**src/rtl/sw_debounce_pkg.sv**
```systemverilog
`default_nettype none
// ============================================================================
//  Module      : sw_debounce_pkg
//  Description : Shared constants for the switch debouncer. Holds the per-bit
//                FSM state encoding, the default timing constants and a
//                helper that sizes the stable-time counter.
//  Revision    : 1.0  initial release
// ============================================================================
package sw_debounce_pkg;

    // Per-bit debounce FSM encoding
    localparam logic [1:0] S_LOW    = 2'd0;
    localparam logic [1:0] S_WAIT_H = 2'd1;
    localparam logic [1:0] S_HIGH   = 2'd2;
    localparam logic [1:0] S_WAIT_L = 2'd3;

    // Defaults: 1 ms stable time at 100 MHz, two-flop synchroniser
    localparam int c_def_cnt_max     = 100000;
    localparam int c_def_sync_stages = 2;

    // Counter width: max(1, clog2(cnt_max)); a single-cycle count still
    // needs one bit to hold the zero it compares against.
    function automatic int cnt_width(input int cnt_max);
        int w;
        w = $clog2(cnt_max);
        return (w < 1) ? 1 : w;
    endfunction

endpackage : sw_debounce_pkg
`default_nettype wire

```
**src/rtl/sw_debounce_bit.sv**
```systemverilog
`default_nettype none
// ============================================================================
//  Module      : sw_debounce_bit
//  Description : One switch bit: synchroniser chain, four-state stable-time
//                debounce FSM with counter, registered clean level and an
//                optional one-cycle rising-edge pulse.
//  Ports       : clk     - system clock (rising edge)
//                rst     - synchronous active-high reset
//                i_raw   - asynchronous bouncing switch input
//                o_level - debounced level (flop output)
//                o_rise  - one-cycle pulse on accepted 0->1
//  Config      : SW_EDGE_EN defined builds the rise pulse flop; otherwise
//                o_rise is tied low.
//  Revision    : 1.0  initial release
// ============================================================================
module sw_debounce_bit
    import sw_debounce_pkg::*;
#(
    parameter int CNT_MAX     = c_def_cnt_max,
    parameter int SYNC_STAGES = c_def_sync_stages
) (
    input  logic clk,
    input  logic rst,
    input  logic i_raw,
    output logic o_level,
    output logic o_rise
);

    localparam int              CW         = cnt_width(CNT_MAX);
    localparam logic [CW-1:0]   c_cnt_last = CW'(CNT_MAX - 1);

    logic [SYNC_STAGES-1:0] r_sync;
    logic [1:0]             r_state;
    logic [CW-1:0]          r_cnt;
    logic                   r_level;
    logic                   w_sync;

    assign w_sync = r_sync[SYNC_STAGES-1];

    // Synchroniser: shift chain, last stage feeds the FSM
    always_ff @(posedge clk) begin
        if (rst) begin
            r_sync <= '0;
        end else begin
            r_sync <= {r_sync[SYNC_STAGES-2:0], i_raw};
        end
    end

    // Debounce FSM. A WAIT state accepts the new level only after it has been
    // seen on CNT_MAX further samples; any reversion drops back to the stable
    // state, so the next attempt restarts the count from zero.
    always_ff @(posedge clk) begin
        if (rst) begin
            r_state <= S_LOW;
            r_cnt   <= '0;
            r_level <= 1'b0;
        end else begin
            case (r_state)
                S_LOW: begin
                    if (w_sync) begin
                        r_state <= S_WAIT_H;
                        r_cnt   <= '0;
                    end
                end
                S_WAIT_H: begin
                    if (!w_sync) begin
                        r_state <= S_LOW;
                        r_cnt   <= '0;
                    end else if (r_cnt == c_cnt_last) begin
                        r_state <= S_HIGH;
                        r_level <= 1'b1;
                    end else begin
                        r_cnt <= r_cnt + 1'b1;
                    end
                end
                S_HIGH: begin
                    if (!w_sync) begin
                        r_state <= S_WAIT_L;
                        r_cnt   <= '0;
                    end
                end
                S_WAIT_L: begin
                    if (w_sync) begin
                        r_state <= S_HIGH;
                        r_cnt   <= '0;
                    end else if (r_cnt == c_cnt_last) begin
                        r_state <= S_LOW;
                        r_level <= 1'b0;
                    end else begin
                        r_cnt <= r_cnt + 1'b1;
                    end
                end
                default: begin
                    r_state <= S_LOW;
                    r_cnt   <= '0;
                    r_level <= 1'b0;
                end
            endcase
        end
    end

    assign o_level = r_level;

`ifdef SW_EDGE_EN
    logic r_rise;

    // Pulse on the same edge the level is accepted high
    always_ff @(posedge clk) begin
        if (rst) begin
            r_rise <= 1'b0;
        end else begin
            r_rise <= (r_state == S_WAIT_H) && w_sync && (r_cnt == c_cnt_last);
        end
    end

    assign o_rise = r_rise;
`else
    assign o_rise = 1'b0;
`endif

endmodule : sw_debounce_bit
`default_nettype wire

```
**src/rtl/sw_debounce.sv**
```systemverilog
`default_nettype none
// ============================================================================
//  Module      : sw_debounce
//  Description : Conditions raw board switches for the LED state machine.
//                Each bit is synchronised, debounced by stable-time counting
//                and registered independently of the others.
//  Ports       : clk     - system clock (rising edge)
//                reset   - synchronous active-high reset
//                sw_raw  - [WIDTH] asynchronous bouncing switch inputs
//                sw_out  - [WIDTH] debounced registered level (to fsm.sw)
//                sw_rise - [WIDTH] one-cycle pulse per accepted 0->1
//  Config      : SW_EDGE_EN defined enables sw_rise; undefined ties it to 0.
//  Revision    : 1.0  initial release
// ============================================================================
module sw_debounce
    import sw_debounce_pkg::*;
#(
    parameter int WIDTH       = 3,
    parameter int CNT_MAX     = c_def_cnt_max,
    parameter int SYNC_STAGES = c_def_sync_stages
) (
    input  logic             clk,
    input  logic             reset,
    input  logic [WIDTH-1:0] sw_raw,
    output logic [WIDTH-1:0] sw_out,
    output logic [WIDTH-1:0] sw_rise
);

    for (genvar gi = 0; gi < WIDTH; gi++) begin : g_bit
        sw_debounce_bit #(
            .CNT_MAX     (CNT_MAX),
            .SYNC_STAGES (SYNC_STAGES)
        ) u_bit (
            .clk     (clk),
            .rst     (reset),
            .i_raw   (sw_raw[gi]),
            .o_level (sw_out[gi]),
            .o_rise  (sw_rise[gi])
        );
    end

endmodule : sw_debounce
`default_nettype wire

```
**config.mk**
```make
export PLATFORM = sky130hd
export DESIGN_NAME = sw_debounce
export DESIGN_NICKNAME = d
export VERILOG_FILES = /design/src/rtl/sw_debounce_pkg.sv /design/src/rtl/sw_debounce_bit.sv /design/src/rtl/sw_debounce.sv
export SDC_FILE = /design/constraint.sdc
export NUM_CORES = 1
export LEC_CHECK = 0
export ABC_CLOCK_PERIOD_IN_PS = 3300
export CAP_MARGIN = 20
export CORE_MARGIN = 3
export CORE_UTILIZATION = 66
export CTS_CLUSTER_SIZE = 25
export DETAILED_ROUTE_END_ITERATION = 10
export GPL_ROUTABILITY_DRIVEN = 0
export PLACE_DENSITY = 0.88
export SLEW_MARGIN = 20
export SYNTH_ARGS = -nofsm -noshare
export SYNTH_HDL_FRONTEND = slang
export SYNTH_SLANG_ARGS = --single-unit
```
**constraint.sdc**
```tcl
create_clock -name clk -period 3.3 [get_ports clk]
set_input_delay 0.495 -clock clk [delete_from_list [all_inputs] [get_ports clk]]
set_output_delay 0.495 -clock clk [all_outputs]
set_load 0.01 [all_outputs]
```
==> metrics.txt <==
# TYPE chip_impl_metric gauge
chip_impl_info{name="status",value="finished, final reports clean"} 1
chip_impl_metric{name="max_clock_freq",unit="GHz"} 0.441
chip_impl_metric{name="ys_seq_area_share",unit="%"} 36.2
chip_impl_metric{name="final_core_utilization",unit="%"} 74.4
chip_impl_metric{name="area.growth.synth_to_final",unit="%"} 6.68
chip_impl_metric{name="grt_pass1_wl",unit="um"} 14500
chip_impl_metric{name="critical_path.n_buffers_inverters",unit=""} 0
chip_impl_info{name="globalRoute.busiestLayer",value="met2"} 1
chip_impl_info{name="ws_path_type",value="flip-flop to flip-flop"} 1
chip_impl_metric{name="grtUsageMet1",unit="%"} 36.2
chip_impl_metric{name="total_leakage_power",unit="uW"} 0.00117
chip_impl_info{name="layout.cells.most_common",value="dfxtp_1"} 1
chip_impl_metric{name="start_util",unit="%"} 69.7
chip_impl_metric{name="worst_path_arrival",unit="ns"} 2.47
chip_impl_metric{name="post_synth_instance_area",unit="um^2"} 3650
chip_impl_metric{name="ff2ff_path_depth",unit=""} 5
chip_impl_metric{name="worstSetupPathDepth",unit=""} 5
chip_impl_metric{name="syn_inst",unit=""} 450
chip_impl_metric{name="report.final.slew_viol_count",unit=""} 0
chip_impl_metric{name="worstMarginPinSlew",unit="ns"} 0.970
chip_impl_metric{name="pwr_density_cell",unit="nW/um^2"} 404
chip_impl_metric{name="row_count",unit=""} 26
chip_impl_info{name="path_delay_family",value="compound AO/OA/AOI/OAI gates"} 1
chip_impl_metric{name="vias",unit=""} 3668
chip_impl_metric{name="die_width",unit="um"} 80.4
chip_impl_info{name="cp_cell_sequence",value="ha_1 > and4_1 > nand2_1 > o2111a_1 > a2111oi_0"} 1
chip_impl_metric{name="placement.io_buffers",unit=""} 7
chip_impl_info{name="rr_endpoint",value="g_bit[0].u_bit.r_cnt[2]"} 1
chip_impl_metric{name="die-area",unit="um^2"} 6460
chip_impl_metric{name="worst_skew_pair.late_latency",unit="ns"} 0.34
chip_impl_metric{name="antenna_found_initial",unit=""} 0
chip_impl_metric{name="design_power_total",unit="uW"} 1570
chip_impl_metric{name="postCtsSetupRepairBufs",unit=""} 0
chip_impl_metric{name="cap_violations",unit=""} 0
chip_impl_metric{name="globalRouteTotalUtil",unit="%"} 27.7
chip_impl_metric{name="global_route.usage.met2",unit="%"} 45.0
chip_impl_metric{name="cts_hold_repair.buffers",unit=""} 0
chip_impl_metric{name="critical_path.max_stage_delay",unit="ns"} 0.47
chip_impl_metric{name="first_global_vias",unit=""} 3221
chip_impl_info{name="endpoint_of_the_most_critical_setup_path",value="g_bit[0].u_bit.r_cnt[2]"} 1
chip_impl_metric{name="ctsLongestPathBuffers",unit=""} 2
chip_impl_metric{name="avgViaCountPerCell",unit=""} 7.08
chip_impl_metric{name="first_iter_violations",unit=""} 396
chip_impl_metric{name="grt_overflow_total",unit=""} 0
chip_impl_metric{name="final_layout_size_suffix_gt1_share",unit="%"} 6.70
chip_impl_info{name="clk_root_buffer_cell",value="clkbuf_8"} 1
chip_impl_metric{name="finalNetCount",unit=""} 451
chip_impl_metric{name="detail_route.first_pass.iterations",unit=""} 5
chip_impl_metric{name="time_the_final_worst_path_needs_with_i_o_delays_and_setup",unit="ns"} 2.27
chip_impl_metric{name="filler_cell_count",unit=""} 371
chip_impl_metric{name="crit_fanout",unit=""} 10
chip_impl_info{name="critical_path.endpoint_type",value="flip-flop"} 1
chip_impl_metric{name="synthArstFlopShare",unit="%"} 0
chip_impl_metric{name="tns",unit="ns"} 0
chip_impl_info{name="worst_path_max_delay_cell",value="and4_1"} 1
chip_impl_metric{name="maxSlewHeadroom",unit="%"} 34.8
chip_impl_metric{name="avgSynthCellArea",unit="um^2"} 8.11
chip_impl_metric{name="timing.reg2reg.setup_slack",unit="ns"} 1.03
chip_impl_metric{name="synth-edff-count",unit=""} 0
chip_impl_metric{name="final.period_utilization",unit="%"} 68.7
chip_impl_metric{name="global_routing_usage_on_met3",unit="%"} 6.05
chip_impl_metric{name="detailedPlacementHpwl",unit="um"} 5810
chip_impl_info{name="startpoint",value="g_bit[0].u_bit.r_cnt[0]"} 1
chip_impl_metric{name="post-route-drc-count",unit=""} 0
chip_impl_metric{name="fin_skew",unit="ns"} 0.0127
chip_impl_metric{name="detail_route.wirelength",unit="um"} 8610
chip_impl_metric{name="clk_transition_reported_paths",unit="ns"} 0.08
chip_impl_info{name="critical_path.startpoint_type",value="flip-flop"} 1
chip_impl_metric{name="fp.dieH",unit="um"} 80.4
chip_impl_metric{name="synth_warnings",unit=""} 0
chip_impl_metric{name="crit_required",unit="ns"} 3.50
chip_impl_metric{name="setup_viol",unit=""} 0
chip_impl_info{name="crit-reg2reg-launch",value="g_bit[0].u_bit.r_cnt[0]"} 1
chip_impl_metric{name="cts-resized-gates",unit=""} 0
chip_impl_info{name="layout_common_cells",value="dfxtp_1, nand2_1, nand3_1"} 1
chip_impl_metric{name="peakVddDrop",unit="mV"} 0.303
chip_impl_metric{name="hold_vio_cnt_final",unit=""} 0
chip_impl_info{name="synth-main-ff-cell",value="dfxtp_1"} 1
chip_impl_metric{name="maximum_number_of_pins_on_one_net_before_global_route_repair",unit=""} 37
chip_impl_metric{name="core_area",unit="um^2"} 5240
chip_impl_metric{name="yosys_register_bits",unit=""} 66
chip_impl_metric{name="postRouteAntennaNets",unit=""} 0
chip_impl_metric{name="synth_cell_type_count",unit=""} 59
chip_impl_info{name="grt_setup_unrepaired",value="false"} 1
chip_impl_metric{name="routed_wire_length_per_instance",unit="um"} 16.6
chip_impl_metric{name="clock_sink_count",unit=""} 66
chip_impl_metric{name="cts_inserted_buffers",unit=""} 9
chip_impl_metric{name="cts-htree-levels",unit=""} 3
chip_impl_info{name="tritoncts",value="yes"} 1
chip_impl_metric{name="antenna_cells",unit=""} 0
chip_impl_metric{name="ioPinCount",unit=""} 11
chip_impl_info{name="worst_hold_path_type",value="flip-flop to flip-flop"} 1
[logic make-up after synthesis]
family	Yosys count	synth area share (%)
compound gates	133	25.5
xor+xnor	6	1.44
fa+ha+maj	3	1.03
buf+inv	45	5.48
flops	66	36.2
mux	1	0.274
other cells	1	0.103
simple gates	195	30.0
[sequential cells by signal, summed over array words and instances, names as in the netlist, named ones only]
name                 count
g_bit.u_bit.r_cnt       51
g_bit.u_bit.o_level      3
g_bit.u_bit.r_sync       6
g_bit.u_bit.r_state      3
[worst min-delay path by stage]
stage	startpoint	end	slack (ns)	cells after the start
2_1_floorplan	g_bit[0].u_bit.r_sync[0]	g_bit[0].u_bit.r_sync[1]	0.41	1
3_5_place_dp	g_bit[2].u_bit.r_sync[0]	g_bit[2].u_bit.r_sync[1]	0.43	1
3_3_place_gp	g_bit[2].u_bit.r_sync[0]	g_bit[2].u_bit.r_sync[1]	0.42	1
6_report	g_bit[2].u_bit.r_sync[0]	g_bit[2].u_bit.r_sync[1]	0.44	1
4_1_cts	g_bit[2].u_bit.r_sync[0]	g_bit[2].u_bit.r_sync[1]	0.44	1
5_1_grt	g_bit[2].u_bit.r_sync[0]	g_bit[2].u_bit.r_sync[1]	0.46	1
[power by group]
| part | internal [uW] | switching, uW | total, uW |
|---|---|---|---|
| Clock | 389 | 300 | 689 |
| Sequential | 805 | 7.97 | 813 |
| Combinational | 24.3 | 48.2 | 72.5 |
[per-stage QoR]
step	hold slack, ns	setup WS (ns)	cell area [um^2]	cells
3_3_place_gp	0.420	1.23	3690	502
3_5_place_dp	0.427	1.13	3690	502
4_1_cts	0.444	1.06	3890	518
2_1_floorplan	0.414	1.27	3660	452
5_1_grt	0.461	0.847	3890	518
6_report	0.438	1.03	3890	518
[layout make-up]
cell class,count,area (um^2),area share [%]
clock buffer,12,155,3.98
clock inverter,4,50.0,1.28
inverter,15,56.3,1.45
multi-input combinational,341,2140,54.9
sequential,66,1320,33.9
tap,70,87.6,2.25
timing repair buffer,10,87.6,2.25
[Yosys cell counts, types with 4 or more instances]
master    count  share of area [%]
dfxtp_1      66                 36
nand2_1      38                3.9
nand3_1      28                3.8
o21ai_0      26                3.6
a21oi_1      22                3.0
nand4_1      21                3.6
nor2_1       21                2.2
clkbuf_1     20                2.1
a31oi_1      17                2.9
nor3_1       17                2.3
o211ai_1     16                3.3
inv_1        15                1.5
and3_1       12                2.1
a211oi_1     11                2.3
or4_1        11                2.3
a41oi_1       9                2.2
nor2b_1       9                1.5
and4_1        8                1.9
a311oi_1      7                1.7
nor4_1        7                1.2
buf_4         6                1.2
o31ai_1       4               0.82
[routing by layer]
metal	share of wire [%]	vias up	wire length [um]
met3	6.9	19	596
met1	44	1717	3820
li1	-	1745	-
met5	0	-	0
met2	47	187	4060
met4	1.5	0	130
(Power assumes the default switching activity.)
